File: src/rtl/fetch_unit.sv
// Instruction-fetch stage: owns the PC, issues one outstanding request at a
// time on a req/gnt/rvalid bus, and feeds the IF/ID register. A one-entry
// hold buffer absorbs a response that returns while IF/ID is stalled. A
// redirect from EX drops any stale fetch that is still in flight.
module fetch_unit #(
    parameter logic [31:0] RESET_PC  = 32'h0000_0000,
    parameter logic [31:0] NOP_INSTR = 32'h0000_0013
) (
    input  logic        clk,
    input  logic        reset,
    input  logic        pc_write,
    input  logic        redirect,
    input  logic [31:0] redirect_pc,
    output logic        imem_req,
    output logic [31:0] imem_addr,
    input  logic        imem_gnt,
    input  logic        imem_rvalid,
    input  logic [31:0] imem_rdata,
    output logic [31:0] instr_out,
    output logic [31:0] pc_out,
    output logic        instr_valid,
    output logic        fetch_flush
);

    localparam logic [2:0] S_IDLE  = 3'd0;
    localparam logic [2:0] S_REQ   = 3'd1;
    localparam logic [2:0] S_WAIT  = 3'd2;
    localparam logic [2:0] S_HOLD  = 3'd3;
    localparam logic [2:0] S_DRAIN = 3'd4;

    logic [2:0]  state_q, state_d;
    logic [31:0] pc_q, pc_d;
    logic [31:0] req_pc_q, req_pc_d;
    logic [31:0] instr_q, instr_d;
    logic [31:0] pc_out_q, pc_out_d;
    logic        vld_q, vld_d;
    // Hold buffer occupancy is implied by S_HOLD; leaving HOLD discards it.
    logic [31:0] hold_instr_q, hold_instr_d;
    logic [31:0] hold_pc_q, hold_pc_d;
    logic        slot_free;

    // Output register can take a new instruction if IF/ID is consuming or it is empty.
    assign slot_free   = pc_write | ~vld_q;

    assign imem_req    = (state_q == S_REQ);
    assign imem_addr   = pc_q;
    assign instr_out   = instr_q;
    assign pc_out      = pc_out_q;
    assign instr_valid = vld_q;
    assign fetch_flush = redirect;

    // Next-state: redirect has top priority, then the per-state fetch handshake.
    always_comb begin
        state_d      = state_q;
        pc_d         = pc_q;
        req_pc_d     = req_pc_q;
        instr_d      = instr_q;
        pc_out_d     = pc_out_q;
        vld_d        = vld_q;
        hold_instr_d = hold_instr_q;
        hold_pc_d    = hold_pc_q;

        if (redirect) begin
            pc_d    = redirect_pc & ~32'h0000_0003;
            instr_d = NOP_INSTR;
            vld_d   = 1'b0;
            case (state_q)
                // A granted-but-unanswered fetch must be drained before the next request.
                S_WAIT:  state_d = imem_rvalid ? S_REQ : S_DRAIN;
                S_REQ:   state_d = imem_gnt    ? S_DRAIN : S_REQ;
                S_DRAIN: state_d = imem_rvalid ? S_REQ : S_DRAIN;
                default: state_d = S_REQ;
            endcase
        end else begin
            // Consumed slot becomes a bubble unless refilled below.
            if (pc_write) begin
                instr_d = NOP_INSTR;
                vld_d   = 1'b0;
            end
            case (state_q)
                S_IDLE: state_d = S_REQ;
                S_REQ: begin
                    if (imem_gnt) begin
                        req_pc_d = pc_q;
                        state_d  = S_WAIT;
                    end
                end
                S_WAIT: begin
                    if (imem_rvalid) begin
                        pc_d = req_pc_q + 32'd4;
                        if (slot_free) begin
                            instr_d  = imem_rdata;
                            pc_out_d = req_pc_q;
                            vld_d    = 1'b1;
                            state_d  = S_REQ;
                        end else begin
                            hold_instr_d = imem_rdata;
                            hold_pc_d    = req_pc_q;
                            state_d      = S_HOLD;
                        end
                    end
                end
                S_HOLD: begin
                    if (pc_write) begin
                        instr_d  = hold_instr_q;
                        pc_out_d = hold_pc_q;
                        vld_d    = 1'b1;
                        state_d  = S_REQ;
                    end
                end
                S_DRAIN: begin
                    if (imem_rvalid) state_d = S_REQ;
                end
                default: state_d = S_IDLE;
            endcase
        end
    end

    // State and datapath registers with asynchronous reset.
    always_ff @(posedge clk or posedge reset) begin
        if (reset) begin
            state_q      <= S_IDLE;
            pc_q         <= RESET_PC;
            req_pc_q     <= 32'd0;
            instr_q      <= NOP_INSTR;
            pc_out_q     <= 32'd0;
            vld_q        <= 1'b0;
            hold_instr_q <= 32'd0;
            hold_pc_q    <= 32'd0;
        end else begin
            state_q      <= state_d;
            pc_q         <= pc_d;
            req_pc_q     <= req_pc_d;
            instr_q      <= instr_d;
            pc_out_q     <= pc_out_d;
            vld_q        <= vld_d;
            hold_instr_q <= hold_instr_d;
            hold_pc_q    <= hold_pc_d;
        end
    end

endmodule

File: config.mk
export PLATFORM = sky130hd
export DESIGN_NAME = fetch_unit
export DESIGN_NICKNAME = d
export VERILOG_FILES = /design/src/rtl/fetch_unit.sv
export SDC_FILE = /design/constraint.sdc
export NUM_CORES = 1
export LEC_CHECK = 0
export ABC_AREA = 1
export CAP_MARGIN = 10
export CORE_MARGIN = 10
export CORE_UTILIZATION = 50
export CTS_CLUSTER_DIAMETER = 60
export DETAILED_ROUTE_END_ITERATION = 10
export PLACE_DENSITY = 0.76
export SYNTH_ARGS = -nofsm -noshare
export SYNTH_HDL_FRONTEND = slang
export SYNTH_SLANG_ARGS = --single-unit
File: constraint.sdc
create_clock -name clk -period 8.8 [get_ports clk]
set_clock_uncertainty 0.15 [all_clocks]
set_input_delay 0.88 -clock clk [delete_from_list [all_inputs] [get_ports clk]]
set_output_delay 0.88 -clock clk [all_outputs]
set_load 0.005 [all_outputs]
==> results of run 1 <==
==> cell families after synthesis <==
group	Yosys count	synth area share (%)
buffers and inverters	165	7.11
xor gates and xnor gates	8	0.732
and+or+nand+nor	557	23.5
adders and majority gates	1	0.131
DFF	196	51.2
AOI/OAI and AO/OA	318	17.3
==> sequential cells by signal, summed over array words and instances, names as in the netlist <==
signal	count
hold_instr_q	32
instr_valid	1
state_q	3
req_pc_q	32
instr_out	32
imem_addr	32
pc_out	32
hold_pc_q	32
==> Yosys cell counts (5+ instances only) <==
| cell type | n | area share [%] |
|---|---|---|
| sky130_fd_sc_hd__o21a_1 | 5 | 0.39 |
| sky130_fd_sc_hd__o21ai_1 | 20 | 1.0 |
| sky130_fd_sc_hd__inv_2 | 6 | 0.24 |
| sky130_fd_sc_hd__clkbuf_1 | 41 | 1.6 |
| sky130_fd_sc_hd__o21bai_1 | 7 | 0.55 |
| sky130_fd_sc_hd__buf_2 | 16 | 0.84 |
| sky130_fd_sc_hd__nand2_1 | 345 | 14 |
| sky130_fd_sc_hd__inv_1 | 88 | 3.4 |
| sky130_fd_sc_hd__a21oi_1 | 122 | 6.4 |
| sky130_fd_sc_hd__nand3_1 | 65 | 3.4 |
| sky130_fd_sc_hd__a31oi_1 | 6 | 0.39 |
| sky130_fd_sc_hd__nor2_1 | 129 | 5.1 |
| sky130_fd_sc_hd__nand2_2 | 5 | 0.33 |
| sky130_fd_sc_hd__xor2_1 | 8 | 0.73 |
| sky130_fd_sc_hd__buf_1 | 5 | 0.20 |
| sky130_fd_sc_hd__dfrtp_1 | 193 | 50 |
| sky130_fd_sc_hd__o21ai_0 | 145 | 7.6 |
| sky130_fd_sc_hd__o211ai_1 | 7 | 0.55 |
| sky130_fd_sc_hd__buf_4 | 5 | 0.39 |
==> critical path, cell delays in order <==
cell	delay [ps]
sky130_fd_sc_hd__clkdlybuf4s50_1	1020
sky130_fd_sc_hd__inv_1	130
sky130_fd_sc_hd__nand2_1	170
sky130_fd_sc_hd__clkinv_1	490
sky130_fd_sc_hd__nand2_4	650
sky130_fd_sc_hd__buf_4	620
sky130_fd_sc_hd__nor2_1	100
sky130_fd_sc_hd__a21oi_1	140
==> layout make-up <==
type	count	area [sq um]	area share, %
diodes	1	2.50	0.0211
clock buffers	18	439	3.71
clock inverters	13	128	1.08
inverters	95	364	3.07
multi-input cells	884	3990	33.7
flip-flops and latches	196	4910	41.4
well taps	234	293	2.47
repair buffers	173	1710	14.5
==> stage by stage <==
| stage | total power, uW | cell area [sq um] | instances |
|---|---|---|---|
| 6_report | 3480 | 11800 | 1614 |
| 5_1_grt | 3750 | 11800 | 1613 |
| 4_1_cts | 3500 | 11800 | 1613 |
| 3_5_place_dp | 2730 | 11300 | 1582 |
| 3_3_place_gp | 2690 | 11300 | 1582 |
| 2_1_floorplan | 2140 | 9580 | 1245 |
==> worst paths after layout <==
kind / startpoint / endpoint / slack, ps / cells after the start
min in group asynchronous: reset / hold_instr_q[26]$_DFFE_PP0P_ / 890 / 2
max reg2reg: state_q[2]$_DFFE_PP0P_ / hold_instr_q[23]$_DFFE_PP0P_ / 4790 / 9
max in group asynchronous: reset / hold_instr_q[24]$_DFFE_PP0P_ / 6150 / 3
min: hold_instr_q[14]$_DFFE_PP0P_ / hold_instr_q[14]$_DFFE_PP0P_ / 320 / 2
min reg2reg: hold_instr_q[14]$_DFFE_PP0P_ / hold_instr_q[14]$_DFFE_PP0P_ / 320 / 2
max: pc_write / hold_instr_q[23]$_DFFE_PP0P_ / 4750 / 8
==> power breakdown <==
group / switching [uW] / internal [uW]
Combinational: 762 / 589
Clock: 355 / 402
Sequential: 196 / 1170
Total: 1310 / 2160
==> layout by cell type, fill, tap and decap left out, types with 5 or more instances in the layout <==
cell type	instances
sky130_fd_sc_hd__a21oi_1	122
sky130_fd_sc_hd__inv_1	86
sky130_fd_sc_hd__nand2_1	345
sky130_fd_sc_hd__buf_4	7
sky130_fd_sc_hd__dfrtp_1	193
sky130_fd_sc_hd__a31oi_1	6
sky130_fd_sc_hd__o21bai_1	7
sky130_fd_sc_hd__o21ai_1	20
sky130_fd_sc_hd__nor2_1	129
sky130_fd_sc_hd__o21a_1	5
sky130_fd_sc_hd__clkbuf_16	17
sky130_fd_sc_hd__inv_2	7
sky130_fd_sc_hd__clkdlybuf4s50_1	166
sky130_fd_sc_hd__o211ai_1	7
sky130_fd_sc_hd__o21ai_0	145
sky130_fd_sc_hd__xor2_1	8
sky130_fd_sc_hd__nand3_1	65
==> metal layers <==
| metal | part of all wire (%) | track usage, % | vias to the layer above |
|---|---|---|---|
| met5 | 0 | 0 | - |
| met2 | 46 | 33.5 | 309 |
| met3 | 7.5 | 5.48 | 41 |
| met1 | 45 | 28.8 | 4099 |
| li1 | - | - | 4296 |
| met4 | 2.3 | 6.97 | 0 |
==> results.txt, run 1 <==
The pin count of the biggest net entering global routing came out at 125. Of the cells placed in the final design, the portion with a size suffix greater than 1 is 4.50%. The synthesized cell area came out at 0.00958 sq mm.

Static timing analysis puts the maximum clock frequency at 247 MHz. The initial standard-cell utilization of the core is 51.0%. The count of different cell masters after synthesis is 35.

The number of ports placed on the die boundary came out at 169. After clock tree synthesis, the setup repair step added 0 buffers. The count of port buffers added during placement came out at 166. The flow ran to the end, and the final reports show no timing, DRC or antenna violations.

The number of hold violations in the final report came out at 0. The number of resized instances in the post-cts repair step is 0. At the pin with the least slew margin, the transition time is 1040 ps. The worst supply voltage drop on vdd came out at 0.164 mV.

The total overflow left after global routing is 0. The clock reaches the later pin of the worst-skew pair after 430 ps. The average vias per placed instance is 5.42. The worst max-slew margin expressed relative to the limit came out at 30.5%. The period utilization is 46.0%. For the worst setup path, the data arrival time is 4260 ps. The number of enable flip-flop cells after synthesis is 0. Clock-pin slew was measured on the worst setup and hold paths at 70 ps. The number of antenna violations at the first check in global routing was 1. Counting flops with an async set or reset pin after synthesis yields a share of 100%. Of the synthesized area, sequential elements account for 51.2%.

The routed wirelength normalized by instance count is 16.6 um. The synthesized instance count came out at 1,245. The all-layer global routing usage came out at 21.5%.

The number of clock buffers added by TritonCTS is 17. The number of nets in the synthesized netlist is 1,316. In this run the core area contains 50 standard-cell rows. The post-synthesis to final-layout area growth came out at 23.6%.

The final count of negative-setup-slack endpoints came out at 0. The deepest level of the CTS H-tree came out at 4. Setup repair after global routing left no endpoint under its margin. The power density over the cells came out at 294 mW/mm^2. The number of nets with antenna violations after routing is 0. In this run the worst hold path is classified as flop to flop. The count of nets after finishing is 1,438. Summed over all layers, the routed wires come to 26,800 um.

The final worst-path setup slack is 4750 ps. The initial DRC count came out at 659. The final count of pins violating max slew came out at 0.

For this run, design rule violations remaining after detail routing come to 0. The tool flagged a number of max-cap violations equal to 0. The leakage dissipation came out at 0.00553 uW. The synthesis-stage register bit count came out at 196.

The die outline height came out at 158 um. The wire length of the first global-routing pass is 43,300 um. Of all nets on the critical path, the largest fanout is 64. Cells fill 63.1% of the core in the end. The most used flip-flop cell after synthesis is sky130_fd_sc_hd__dfrtp_1. The number of clock sinks seen by CTS came out at 196. The sort of element at the end of the critical path is a flop. The worst setup path is of the primary input to flop kind. The final HPWL from detailed placement came out at 17,700 um. In this run the clock root is driven by a sky130_fd_sc_hd__clkbuf_16. The CTS tree is built. The total core area is 0.0188 sq mm. Fill cells in the final layout number 1,625. The detailed-routing iteration count for the pre-antenna-repair pass came out at 5. The post-placement worst setup slack is 4360 ps. The Yosys step of the flow raised 0 warnings. The final weighted congestion of routability-driven global placement came out at 0.865.

The via total after detailed routing came out at 8,745. A synthesized cell averages 7.69 sq um. The deepest clock path buffer count is 2. Buffers inserted to repair hold after CTS numbered 0. The setup TNS is 0 ps. STA puts the critical path data required time at 9000 ps. The area of the die is 0.0251 sq mm. The minimum hold slack came out at 322 ps. The clock period minus final worst setup slack came out at 4050 ps. The worst setup path is launched from a primary input.

The via count of the first global-routing pass came out at 8,450. The width of the chip is 158 um.
(Power assumes the default switching activity.)
==> inputs of run 2 (changes only) <==
--- a/config.mk
+++ b/config.mk
@@ -8,10 +8,10 @@
 export ABC_AREA = 1
 export CAP_MARGIN = 10
 export CORE_MARGIN = 10
-export CORE_UTILIZATION = 50
+export CORE_UTILIZATION = 48
 export CTS_CLUSTER_DIAMETER = 60
 export DETAILED_ROUTE_END_ITERATION = 10
-export PLACE_DENSITY = 0.76
+export PLACE_DENSITY = 0.77
 export SYNTH_ARGS = -nofsm -noshare
 export SYNTH_HDL_FRONTEND = slang
 export SYNTH_SLANG_ARGS = --single-unit
==> constraint.sdc (replaced) <==
create_clock -name clk -period 3.7 [get_ports clk]
set_clock_uncertainty 0.15 [all_clocks]
set_input_delay 0.37 -clock clk [delete_from_list [all_inputs] [get_ports clk]]
set_output_delay 0.37 -clock clk [all_outputs]
set_load 0.005 [all_outputs]
==> results.txt, run 2 (synthesis gave the netlist of run 1 again) <==
The flow ran to the end, and the final reports show no timing, DRC or antenna violations. Traced cell by cell, the critical path runs through clkdlybuf4s50_1 > inv_2 > nand2_2 > inv_1 > nor2_1 > nand2_1 > o21ai_0. The clock reaches the later pin of the worst-skew pair after 440 ps. The number of resized instances in the post-cts repair step is 0. The critical path data required time came out at 3850 ps. The minimum hold slack is 243 ps. The library cell used most frequently in the layout, excluding fill and tap cells, is sky130_fd_sc_hd__nand2_1. The net switching power is 3200 uW. CTS placed an instance of sky130_fd_sc_hd__clkbuf_16 at the clock tree root. By startpoint and endpoint, the worst setup path is classified as primary input to flop. The core region is 0.0195 sq mm. The routed wirelength normalized by instance count came out at 16.3 um. The number of nets with antenna violations after routing is 0. The number of ports placed on the die boundary came out at 169. The count of port buffers added during placement is 166. The met2 track utilization from global routing came out at 33.2%. The part of the total power dissipated in sequential elements is 38.5%.

Of the total power, combinational logic draws 38.9%. The maximum fanout along the worst path is 23. The die outline height came out at 161 um. Among all stages on the critical path, the largest delay is contributed by sky130_fd_sc_hd__clkdlybuf4s50_1. The signal arrival time at the worst endpoint came out at 2640 ps. The peak-usage layer in the global routing report is met2. In this run the core area contains 51 standard-cell rows. The min-delay analysis places its worst path in the category primary input to async pin. The tree built by TritonCTS fans out to 196 sinks. The number of fill cells in the layout is 1,759. The all-layer global routing usage is 20.7%. The clock-pin transition on the worst setup and hold timing paths came out at 80 ps.

The average vias per placed instance came out at 5.32. The detailed router placed 8,812 vias in this run. The fraction of power spent switching nets is 37.9%.

The setup TNS came out at 0 ps. The share of final-layout standard cells stronger than drive strength 1 came out at 5.32%. The highest attainable clock frequency is 402 MHz. The power density over the cells came out at 701 mW/mm^2.

In the finished design, the share of the clock period the worst path needs comes to 67.2%. The largest stage delay on the critical path is 780 ps. The wire length of the first global-routing pass is 44,000 um. The CTS tree is built.

The number of clock buffers inserted by TritonCTS came out at 17. For this run, design rule violations remaining after detail routing come to 0. The leakage dissipation came out at 0.00562 uW. For this run the aggregate overflow at the end of global routing stands at 0. The worst pin sits at a relative slew slack of 45.8%. The post-synthesis to final-layout area growth is 25.7%. The clock tree synthesis step divided the H-tree into 4 levels. The area of the die came out at 0.0260 sq mm. The number of hold violations in the final report came out at 0. The count of nets after finishing came out at 1,449.

Counting I/O delays and the setup requirement, the final critical path takes 2490 ps. The number of hold buffers added after CTS was 0. The final count of negative-setup-slack endpoints came out at 0. The via count of the first global-routing pass came out at 8,609. The pin count of the biggest net entering global routing is 88. The sort of element at the end of the critical path is a flop. The top cell types in the final layout, fill and taps aside, are sky130_fd_sc_hd__nand2_1, sky130_fd_sc_hd__dfrtp_1, sky130_fd_sc_hd__clkdlybuf4s50_1. The initial DRC count is 690. The width of the chip came out at 161 um. The congestion estimate from routability-driven global placement came to 0.868. The share of total power dissipated in the clock network is 22.5%.

The final HPWL from detailed placement is 18,500 um. The max-cap check violation count came out at 0. The slew at the pin closest to its max-slew limit is 813 ps. The share of the core filled with cells in the final layout is 61.6%. The internal power contribution came out at 5240 uW.

The final count of pins violating max slew came out at 0. Global routing consumed, on the met1 layer, 26.9% of the routing resources. Setup repair after global routing left no endpoint under its margin. The initial standard-cell utilization of the core is 49.1%. The deepest clock path buffer count is 2. The nature of the critical path startpoint is a primary input. The number of antenna violations at the first check in global routing was 1.

The detailed-routing iteration count for the pre-antenna-repair pass is 5. In the global route stage, met3 resource usage came out at 4.55%. IR analysis of the VDD net gives a maximum drop of 0.424 mV. The sum of routed wire length over all layers is 27,100 um.

Post-CTS timing repair inserted 0 buffers for setup.
run 2: changes by cell type in the layout (fill, tap and decap cells not counted):
cell / delta
sky130_fd_sc_hd__buf_12: +4
sky130_fd_sc_hd__buf_4: +7
sky130_fd_sc_hd__bufinv_16: +1
sky130_fd_sc_hd__clkbuf_8: -1
sky130_fd_sc_hd__clkinv_4: -1
sky130_fd_sc_hd__clkinvlp_4: -1
sky130_fd_sc_hd__inv_6: +4
sky130_fd_sc_hd__inv_8: -1
run 2: worst max-delay path, delay by kind of cell:
family / cells / cell delay (ps)
AOI/OAI and AO/OA: 1 / 70
buffers and inverters: 3 / 1720
and+or+nand+nor: 3 / 450
run 2: final timing paths:
check,slack (ps),end,depth (start not counted),startpoint
max in group asynchronous,2250,pc_out[26]$_DFFE_PP0P_,3,reset
hold / removal,240,instr_out[25]$_DFF_PP0_,2,reset
hold reg to reg,320,hold_instr_q[31]$_DFFE_PP0P_,2,hold_instr_q[31]$_DFFE_PP0P_
setup / recovery,1210,imem_addr[13]$_DFFE_PP0P_,7,redirect
setup reg to reg,1230,pc_out[4]$_DFFE_PP0P_,10,state_q[2]$_DFFE_PP0P_
min in group clk,320,hold_instr_q[31]$_DFFE_PP0P_,2,hold_instr_q[31]$_DFFE_PP0P_
run 2: area by class of cell:
cell class / instances / area [sq um] / share of cell area (%)
multi-input combinational: 884 / 3990 / 33.2
timing repair buffer: 184 / 1850 / 15.3
clock inverter: 15 / 169 / 1.40
antenna: 1 / 2.50 / 0.0208
clock buffer: 17 / 425 / 3.53
sequential: 196 / 4910 / 40.8
inverter: 95 / 360 / 2.99
tap: 265 / 332 / 2.75
run 2: metal layers:
metal,routed length (um),vias up
met4,589,0
met1,11800,4172
met5,0,-
li1,-,4312
met3,1720,37
met2,12900,291
run 2: through the flow:
| stage | setup WS [ps] | cells | power (uW) | cell area, sq um |
|---|---|---|---|---|
| finish | 1210 | 1657 | 8440 | 12000 |
| global route | 980 | 1656 | 9080 | 12000 |
| CTS | 1220 | 1656 | 8490 | 12000 |
| detailed placement | 811 | 1624 | 6570 | 11400 |
| global placement | 878 | 1624 | 6440 | 11400 |
| floorplan | 650 | 1245 | 5100 | 9580 |
run 2: power by group through the flow:
stage / clock [uW] / combinational [uW] / sequential (uW)
3_5_place_dp: 0 / 3290 / 3280
5_1_grt: 2020 / 3720 / 3340
6_report: 1900 / 3290 / 3250
4_1_cts: 1930 / 3310 / 3250
2_1_floorplan: 0 / 1870 / 3230
3_3_place_gp: 0 / 3180 / 3260
